**config.mk**
```make
export PLATFORM = sky130hd
export DESIGN_NAME = audio_sequencer
export DESIGN_NICKNAME = d
export VERILOG_FILES = /design/src/rtl/audio_sequencer.sv
export SDC_FILE = /design/constraint.sdc
export NUM_CORES = 1
export LEC_CHECK = 0
export ABC_AREA = 1
export ABC_CLOCK_PERIOD_IN_PS = 3100
export CAP_MARGIN = 20
export CORE_MARGIN = 3
export CORE_UTILIZATION = 55
export CTS_BUF_LIST = sky130_fd_sc_hd__clkbuf_8
export DETAILED_ROUTE_END_ITERATION = 12
export MAX_ROUTING_LAYER = met4
export PLACE_DENSITY = 0.82
export SETUP_SLACK_MARGIN = 0.05
export SYNTH_ARGS = -nofsm -noshare
export SYNTH_HDL_FRONTEND = slang
export SYNTH_SLANG_ARGS = --single-unit
```
**constraint.sdc**
```tcl
create_clock -name clk_i -period 3.1 [get_ports clk_i]
set_clock_uncertainty 0.2 [all_clocks]
set_input_delay 0.775 -clock clk_i [delete_from_list [all_inputs] [get_ports clk_i]]
set_output_delay 0.775 -clock clk_i [all_outputs]
set_load 0.02 [all_outputs]
```
**src/rtl/audio_sequencer.sv**
```systemverilog
// audio_sequencer: note-table player emitting a frequency word and gate on a 48 kHz tick grid
module audio_sequencer #(
    parameter int DEPTH     = 16,
    parameter int TICK_DIV  = 259,
    parameter int GAP_TICKS = 48
) (
    input  logic                     clk_i,
    input  logic                     rst_i,
    input  logic                     cfg_we_i,
    input  logic [$clog2(DEPTH)-1:0] cfg_addr_i,
    input  logic [15:0]              cfg_freq_i,
    input  logic [15:0]              cfg_dur_i,
    input  logic [$clog2(DEPTH):0]   len_i,
    input  logic                     loop_i,
    input  logic                     start_i,
    input  logic                     stop_i,
    output logic [15:0]              freq_o,
    output logic                     gate_o,
    output logic [$clog2(DEPTH)-1:0] note_idx_o,
    output logic                     busy_o,
    output logic                     done_o,
    output logic                     tick_o
);
    localparam int AW = $clog2(DEPTH);
    localparam int LW = AW + 1;
    localparam int CW = $clog2(TICK_DIV + 1);
    localparam int GW = $clog2(GAP_TICKS + 2);
    typedef enum logic [1:0] {IDLE, PLAY, GAP, DONE} state_t;
    state_t        state_q;
    logic [CW-1:0] tick_q;
    logic [31:0]   mem_q [DEPTH];
    logic [AW-1:0] idx_q, idx_d;
    logic [LW-1:0] len_q;
    logic          loop_q, gate_q, last, adv, fetch;
    logic [15:0]   freq_q, dur_q, ent_freq, ent_dur;
    logic [GW-1:0] gap_q;
    always_ff @(posedge clk_i or posedge rst_i) begin
        if (rst_i) tick_q <= '0;
        else tick_q <= tick_o ? '0 : tick_q + 1'b1;
    end
    always_ff @(posedge clk_i) begin
        if (cfg_we_i) mem_q[cfg_addr_i] <= {cfg_freq_i, cfg_dur_i};
    end
    always_comb begin
        tick_o   = tick_q == CW'(TICK_DIV);
        last     = {1'b0, idx_q} == len_q - 1'b1;
        idx_d    = (state_q == IDLE || last) ? '0 : idx_q + 1'b1;
        ent_freq = mem_q[idx_d][31:16];
        ent_dur  = mem_q[idx_d][15:0];
        adv      = tick_o && ((state_q == PLAY && dur_q == 16'd1 && GAP_TICKS == 0) ||
                              (state_q == GAP && gap_q == GW'(1)));
        fetch    = (state_q == IDLE && start_i && len_i != '0) || (adv && !(last && !loop_q));
    end
    // fetch covers both the start of a sequence and every advance that stays in the sequence
    always_ff @(posedge clk_i or posedge rst_i) begin
        if (rst_i) begin
            state_q <= IDLE;
            idx_q   <= '0;
            len_q   <= '0;
            loop_q  <= 1'b0;
            freq_q  <= '0;
            dur_q   <= '0;
            gate_q  <= 1'b0;
            gap_q   <= '0;
        end else if (stop_i) begin
            state_q <= IDLE;
            idx_q   <= '0;
            freq_q  <= '0;
            gate_q  <= 1'b0;
        end else if (fetch) begin
            if (state_q == IDLE) begin
                len_q  <= (len_i > LW'(DEPTH)) ? LW'(DEPTH) : len_i;
                loop_q <= loop_i;
            end
            state_q <= PLAY;
            idx_q   <= idx_d;
            freq_q  <= ent_freq;
            gate_q  <= |ent_freq;
            dur_q   <= (ent_dur == '0) ? 16'd1 : ent_dur;
        end else if (adv) begin
            state_q <= DONE;
            freq_q  <= '0;
            gate_q  <= 1'b0;
        end else if (state_q == DONE) begin
            state_q <= IDLE;
        end else if (tick_o && state_q == PLAY) begin
            if (dur_q != 16'd1) dur_q <= dur_q - 1'b1;
            else begin
                state_q <= GAP;
                gate_q  <= 1'b0;
                gap_q   <= GW'(GAP_TICKS);
            end
        end else if (tick_o && state_q == GAP) begin
            gap_q <= gap_q - 1'b1;
        end
    end
    assign freq_o     = freq_q;
    assign gate_o     = gate_q;
    assign note_idx_o = idx_q;
    assign busy_o     = state_q == PLAY || state_q == GAP;
    assign done_o     = state_q == DONE;
endmodule

```
==> flow_summary.json, run 1 <==
{
  "cp-end-kind": "flip-flop",
  "cts.sinks": 572,
  "cts_buffer_depth": 3,
  "cts_made_buffers": 88,
  "h-tree-depth": 3,
  "setup.worst_path.start": "len_q[0]",
  "hold_viol": 0,
  "cts_tree": "done",
  "synth_largest_area_cell": "edfxtp_1",
  "via_count": 18600,
  "finalSetupViolations": 1,
  "gp_congestion": 0.850,
  "p_seq_share_pct": 44.5,
  "synth_edf_count": 512,
  "port-buffer-count": 70,
  "wire_per_inst_um": 22.0,
  "grt_pass1_vias": 18400,
  "antenna_left": 0,
  "combPwrFrac_pct": 25.8,
  "fmax_mhz": 320,
  "crit_end": "dur_q[0]",
  "drt_iter0_drc": 3030,
  "cp_data_arrival_time_ns": 3.48,
  "holdBufCountCts": 0,
  "r2r_start": "len_q[0]",
  "yosys-top-cells-count": "edfxtp_1, nand2_1, nor2_1",
  "ys_ff_latch": 572,
  "crit_required_ns": 3.46,
  "path_clk_slew_ns": 0.06,
  "grtUsageTotal_pct": 28.6,
  "hold_path.class": "in2async",
  "switchingPower_w": 0.00640,
  "syn_area_um2": 24800,
  "insertion_delay_ns": 0.69,
  "finalMaxSlewViolations": 0,
  "grt_pass1_wl_mm": 101,
  "rows": 77,
  "synth.distinct_cells": 40,
  "syn_nets": 2305,
  "seq_area_frac_synth_pct": 68.0,
  "place_hpwl_mm": 34.9,
  "hold_slack_ns": 0.278,
  "io_pins": 71,
  "ys.warnings.count": 0,
  "total_power_w": 0.0202,
  "peakVddDrop_mv": 0.439,
  "synthArstFlopShare_pct": 10.5,
  "drtPass1Iterations": 8,
  "p_int_w": 0.0138,
  "cts_root_buf": "clkbuf_8",
  "fin_nets": 2479,
  "worst_pin_slew_ns": 0.958,
  "status": "finished with violations",
  "grt_max_degree": 200,
  "startpoint_type": "flip-flop",
  "avgSynthCellArea_um2": 11.0,
  "drc": 0,
  "p_per_area_nw_per_um2": 684,
  "p_clk_share_pct": 29.7,
  "worst_slack_ns": -0.0223,
  "synth_ff_type": "edfxtp_1",
  "cp_max_fo": 22,
  "yosysMostFrequentCell": "edfxtp_1",
  "via_per_inst": 6.03,
  "fp.dieW_um": 218,
  "antenna_found_initial": 3,
  "worstSetupPathType": "reg2reg",
  "maxCapViolations": 0,
  "dieArea_um2": 47700,
  "drive_above_1_share_pct": 15.0,
  "rrSetupSlack_ns": -0.02,
  "synth_top_area_share_pct": 61.9,
  "initial_core_util_pct": 55.9,
  "min_period_over_period_pct": 101,
  "area_growth_syn_to_layout_pct": 18.9,
  "period_needed_ns": 3.12,
  "wirelength_mm": 67.9,
  "worstReg2RegEnd": "dur_q[0]",
  "violations": "setup timing",
  "fillers": 2902,
  "die_h_um": 218,
  "gr-total-overflow": 0,
  "netlist_instances": 2247,
  "r2r_cells": 22,
  "rsz0062_at_grt": "yes",
  "synthTopCellsByArea": "edfxtp_1, dfrtp_1, nand3_1",
  "swShare_pct": 31.7,
  "p_leak_nw": 11.9,
  "core-area_um2": 44400,
  "max_slew_margin_pct": 36.1
}
power groups by stage:
stage	logic [W]	clock network, W	registers [W]
floorplan	0.00274	0	0.00913
CTS	0.00484	0.00597	0.00897
detailed placement	0.00438	0	0.00912
global route	0.00560	0.00636	0.00901
global placement	0.00419	0	0.00910
finish	0.00521	0.00599	0.00898
worst max-delay path, stage by stage, from the launching register on:
cell and delay, ns:
dfrtp_1 0.37, inv_2 0.06, ha_4 0.27, nor2_2 0.04, nor2_1 0.10, nand3_1 0.09
nor2_2 0.14, nand2_4 0.12, nand3_4 0.20, buf_4 0.32, nand2_1 0.12, nand3_1 0.11
nand3_1 0.12, nand3_1 0.12, nand2_1 0.13, inv_1 0.13, nor2_2 0.04, nand2_1 0.05
nor2_1 0.05, nand2_1 0.05, nand2_1 0.05, nand2_1 0.06, nand2_1 0.04
stage by stage:
step / area, um^2 / worst slack, ns / cells / setup TNS [ns] / util (%)
after floorplan: 24800 / 0.132 / 2247 / 0 / -
after global placement: 27100 / -0.101 / 2887 / -1.42 / 60.9
after detailed placement: 27100 / -0.146 / 2887 / -1.97 / 60.9
after CTS: 29100 / 0.0401 / 3062 / 0 / 65.6
after global routing: 29500 / -0.152 / 3081 / -0.958 / 66.4
final: 29500 / -0.0223 / 3081 / -0.0223 / 66.4
registers in the layout, indices dropped and copies added, names as in the netlist:
name and flops:
mem_q 512, dur_q 16, freq_o 16, tick_q 9, gap_q 6, len_q 5
note_idx_o 4, state_q 2, gate_o 1, loop_q 1
routing by layer:
metal,GRT usage (%),routed length [um]
met2,44.2,32500
met4,13.8,2770
met3,5.73,8640
met5,-,0
met1,36.6,24000
cell type report:
type | instances | area (um^2) | area share (%)
diodes | 3 | 7.51 | 0.0254
multi-input cells | 1283 | 6690 | 22.7
inverters | 265 | 1000 | 3.40
repair buffers | 211 | 2530 | 8.59
flip-flops and latches | 572 | 16900 | 57.2
clock inverters | 60 | 344 | 1.17
clock buffers | 95 | 1310 | 4.43
well taps | 592 | 741 | 2.51
cell usage in the layout (no fill, tap or decap), types with 4 or more instances in the layout:
| cell | instances |
|---|---|
| edfxtp_1 | 512 |
| buf_4 | 76 |
| nor2_4 | 21 |
| buf_6 | 12 |
| nand2_4 | 6 |
| inv_2 | 11 |
| o21ai_0 | 80 |
| clkbuf_8 | 95 |
| nor3_1 | 11 |
| clkdlybuf4s50_1 | 67 |
| nand2_2 | 18 |
| o22ai_1 | 7 |
| clkbuf_16 | 4 |
| nor2_1 | 278 |
| nor2_2 | 10 |
| clkinv_1 | 17 |
| o21ai_1 | 10 |
| a31oi_1 | 15 |
| o211ai_1 | 85 |
| nand3_1 | 252 |
| a32o_1 | 15 |
| dfrtp_1 | 59 |
| nand3_4 | 4 |
| xor2_1 | 12 |
| clkinv_2 | 6 |
| ha_1 | 9 |
| nand3_2 | 10 |
| inv_1 | 280 |
| or2_2 | 30 |
| nand4_1 | 79 |
| nand2_1 | 307 |
| buf_12 | 42 |
| buf_16 | 4 |
kinds of logic after synthesis:
kind of cell	share of synthesized area [%]
compound gates	5.76
xor+xnor	0.529
fa+ha+maj	0.555
buf+inv	6.61
flops	68.0
simple gates	18.6
timing repair:
action | in CTS | in global routing
setup buffers | 12 | 16
gates resized for setup | 38 | 64
pin swaps | 14 | 44
cloned | 8 | 4
endpoints found under the setup margin | 8 | 45
worst min path at each step:
stage	start	end	slack, ns	depth (start not counted)
global placement	tick_q[0]	tick_q[0]	0.25	1
finish	rst_i	tick_q[0]	0.28	3
CTS	rst_i	gap_q[4]	0.26	3
detailed placement	tick_q[0]	tick_q[0]	0.26	1
floorplan	tick_q[0]	tick_q[0]	0.23	1
global route	rst_i	gap_q[4]	0.30	3
Power figures use the tool's default switching activity.
==> run 2: changes to the inputs <==
--- a/config.mk
+++ b/config.mk
@@ -15,6 +15,8 @@
 export MAX_ROUTING_LAYER = met4
 export PLACE_DENSITY = 0.82
 export SETUP_SLACK_MARGIN = 0.05
+export SKIP_CTS_REPAIR_TIMING = 1
+export SLEW_MARGIN = 20
 export SYNTH_ARGS = -nofsm -noshare
 export SYNTH_HDL_FRONTEND = slang
 export SYNTH_SLANG_ARGS = --single-unit
==> flow_summary.json, run 2 (synthesis results as in run 1) <==
{
  "status": "finished with violations",
  "violations": "setup timing",
  "layout_common_cells": "edfxtp_1, nand2_1, inv_1",
  "initial_core_util_pct": 55.9,
  "wire_per_inst_um": 21.9,
  "dieArea_um2": 47700,
  "gp_congestion": 0.850,
  "wl_met2_mm": 32.7,
  "maxCapViolations": 0,
  "cts_root_buf": "clkbuf_8",
  "rsz0062_at_grt": "yes",
  "cts.sinks": 572,
  "regArea_um2": 16900,
  "insertion_delay_ns": 0.69,
  "worst_pin_slew_ns": 0.928,
  "wirelength_mm": 67.3,
  "place_hpwl_mm": 34.9,
  "peakVddDrop_mv": 0.427,
  "drc": 0,
  "pre_cts_ws_ns": -0.146,
  "io_pins": 71,
  "rows": 77,
  "min_period_over_period_pct": 102,
  "cp-end-kind": "flip-flop",
  "worst_slack_ns": -0.0660,
  "area_growth_syn_to_layout_pct": 18.6,
  "cts_made_buffers": 88,
  "grtUsageTotal_pct": 27.0,
  "cp_data_arrival_time_ns": 3.55,
  "path_clk_slew_ns": 0.07,
  "dpl.cell_count": 2887,
  "hold_path.class": "in2async",
  "grt_pass1_wl_mm": 96.0,
  "crit_required_ns": 3.48,
  "gr-total-overflow": 0,
  "die_h_um": 218,
  "drtPass1Iterations": 8,
  "r2r_cells": 21,
  "cp_max_fo": 8,
  "period_needed_ns": 3.17,
  "fin_cells": 3077,
  "multi_input_area_um2": 6670,
  "hold_viol": 0,
  "port-buffer-count": 70,
  "fin_util_pct": 66.3,
  "fp.dieW_um": 218,
  "grt_pass1_vias": 17600,
  "routed.top_layer": "met4",
  "startpoint_type": "flip-flop",
  "antenna_found_initial": 4,
  "largest-register": "mem_q",
  "finalSetupViolations": 2,
  "drive_above_1_share_pct": 14.7,
  "wl_met1_mm": 24.1,
  "core-area_um2": 44400,
  "via_count": 18500,
  "worstSetupPathType": "reg2reg",
  "fillers": 2860,
  "h-tree-depth": 3,
  "antenna_left": 0,
  "final_common_cell": "edfxtp_1",
  "drt_iter0_drc": 2915,
  "wl_met3_mm": 7.98,
  "via_per_inst": 6.02,
  "finalSetupTns_ns": -0.117,
  "cts_buffer_depth": 3,
  "max_slew_margin_pct": 38.1,
  "finalMaxSlewViolations": 0,
  "p_per_area_nw_per_um2": 691,
  "p_leak_nw": 11.8,
  "cts_tree": "done",
  "fin_nets": 2474,
  "hold_slack_ns": 0.274,
  "fmax_mhz": 316,
  "grt_max_degree": 200,
  "largest_reg_flops": 512
}
## run 2: cell count changes in the layout (fill, tap and decap cells not counted), sizes merged
cell / before / now
buf: 135 / 129
bufbuf: 2 / 0
clkbuf: 100 / 104
diode: 3 / 4
dlygate4sd2: 1 / 0
dlymetal6s2s: 1 / 2
nand3: 266 / 265
## run 2: worst paths after layout
path                       slack, ns        end      start
setup / recovery               -0.07     gate_o   len_q[0]
hold / removal                  0.27   gap_q[4]      rst_i
setup reg to reg               -0.07     gate_o   len_q[0]
hold reg to reg                 0.29  tick_q[0]  tick_q[0]
max in group asynchronous       2.15   dur_q[1]      rst_i
min in group clk_i              0.29  tick_q[0]  tick_q[0]
## run 2: report_power, final
group,switching (W),internal (W)
Sequential,0.000244,0.00874
Combinational,0.00331,0.00207
Clock,0.00289,0.00307
Total,0.00645,0.0139
## run 2: layout make-up
cell class	instances	share of cell area, %
inverters	265	3.40
repair buffers	207	8.45
well taps	592	2.52
diodes	4	0.0340
flip-flops and latches	572	57.3
clock inverters	60	1.17
clock buffers	95	4.44
multi-input cells	1282	22.7
## run 2: through the flow
stage / total power, W / cell area [um^2]
floorplan: 0.0119 / 24800
global placement: 0.0133 / 27100
detailed placement: 0.0135 / 27100
CTS: 0.0194 / 28700
global route: 0.0211 / 29400
finish: 0.0203 / 29400
## run 2: worst max-delay path, cell delays in order, from the launching register on
cell       delay (ns)
dfrtp_1          0.40
inv_2            0.08
ha_4             0.20
nor2_1           0.11
nor2_1           0.07
nand3_2          0.07
nor2_4           0.05
nand2_4          0.12
nand3_4          0.15
buf_12           0.18
clkbuf_16        0.18
clkbuf_16        0.17
o21ai_0          0.21
o211ai_1         0.17
nand3_1          0.17
nand2_4          0.11
nor2_2           0.11
nand2_1          0.05
nor2_1           0.09
nand2_1          0.06
nand2_1          0.05
nand2_1          0.05
## run 2: layer usage
layer / vias up / global-route usage [%]
li1: 8130 / -
met1: 8843 / 35.5
met2: 1319 / 41.8
met3: 224 / 4.52
met4: 0 / 11.9
met5: - / -
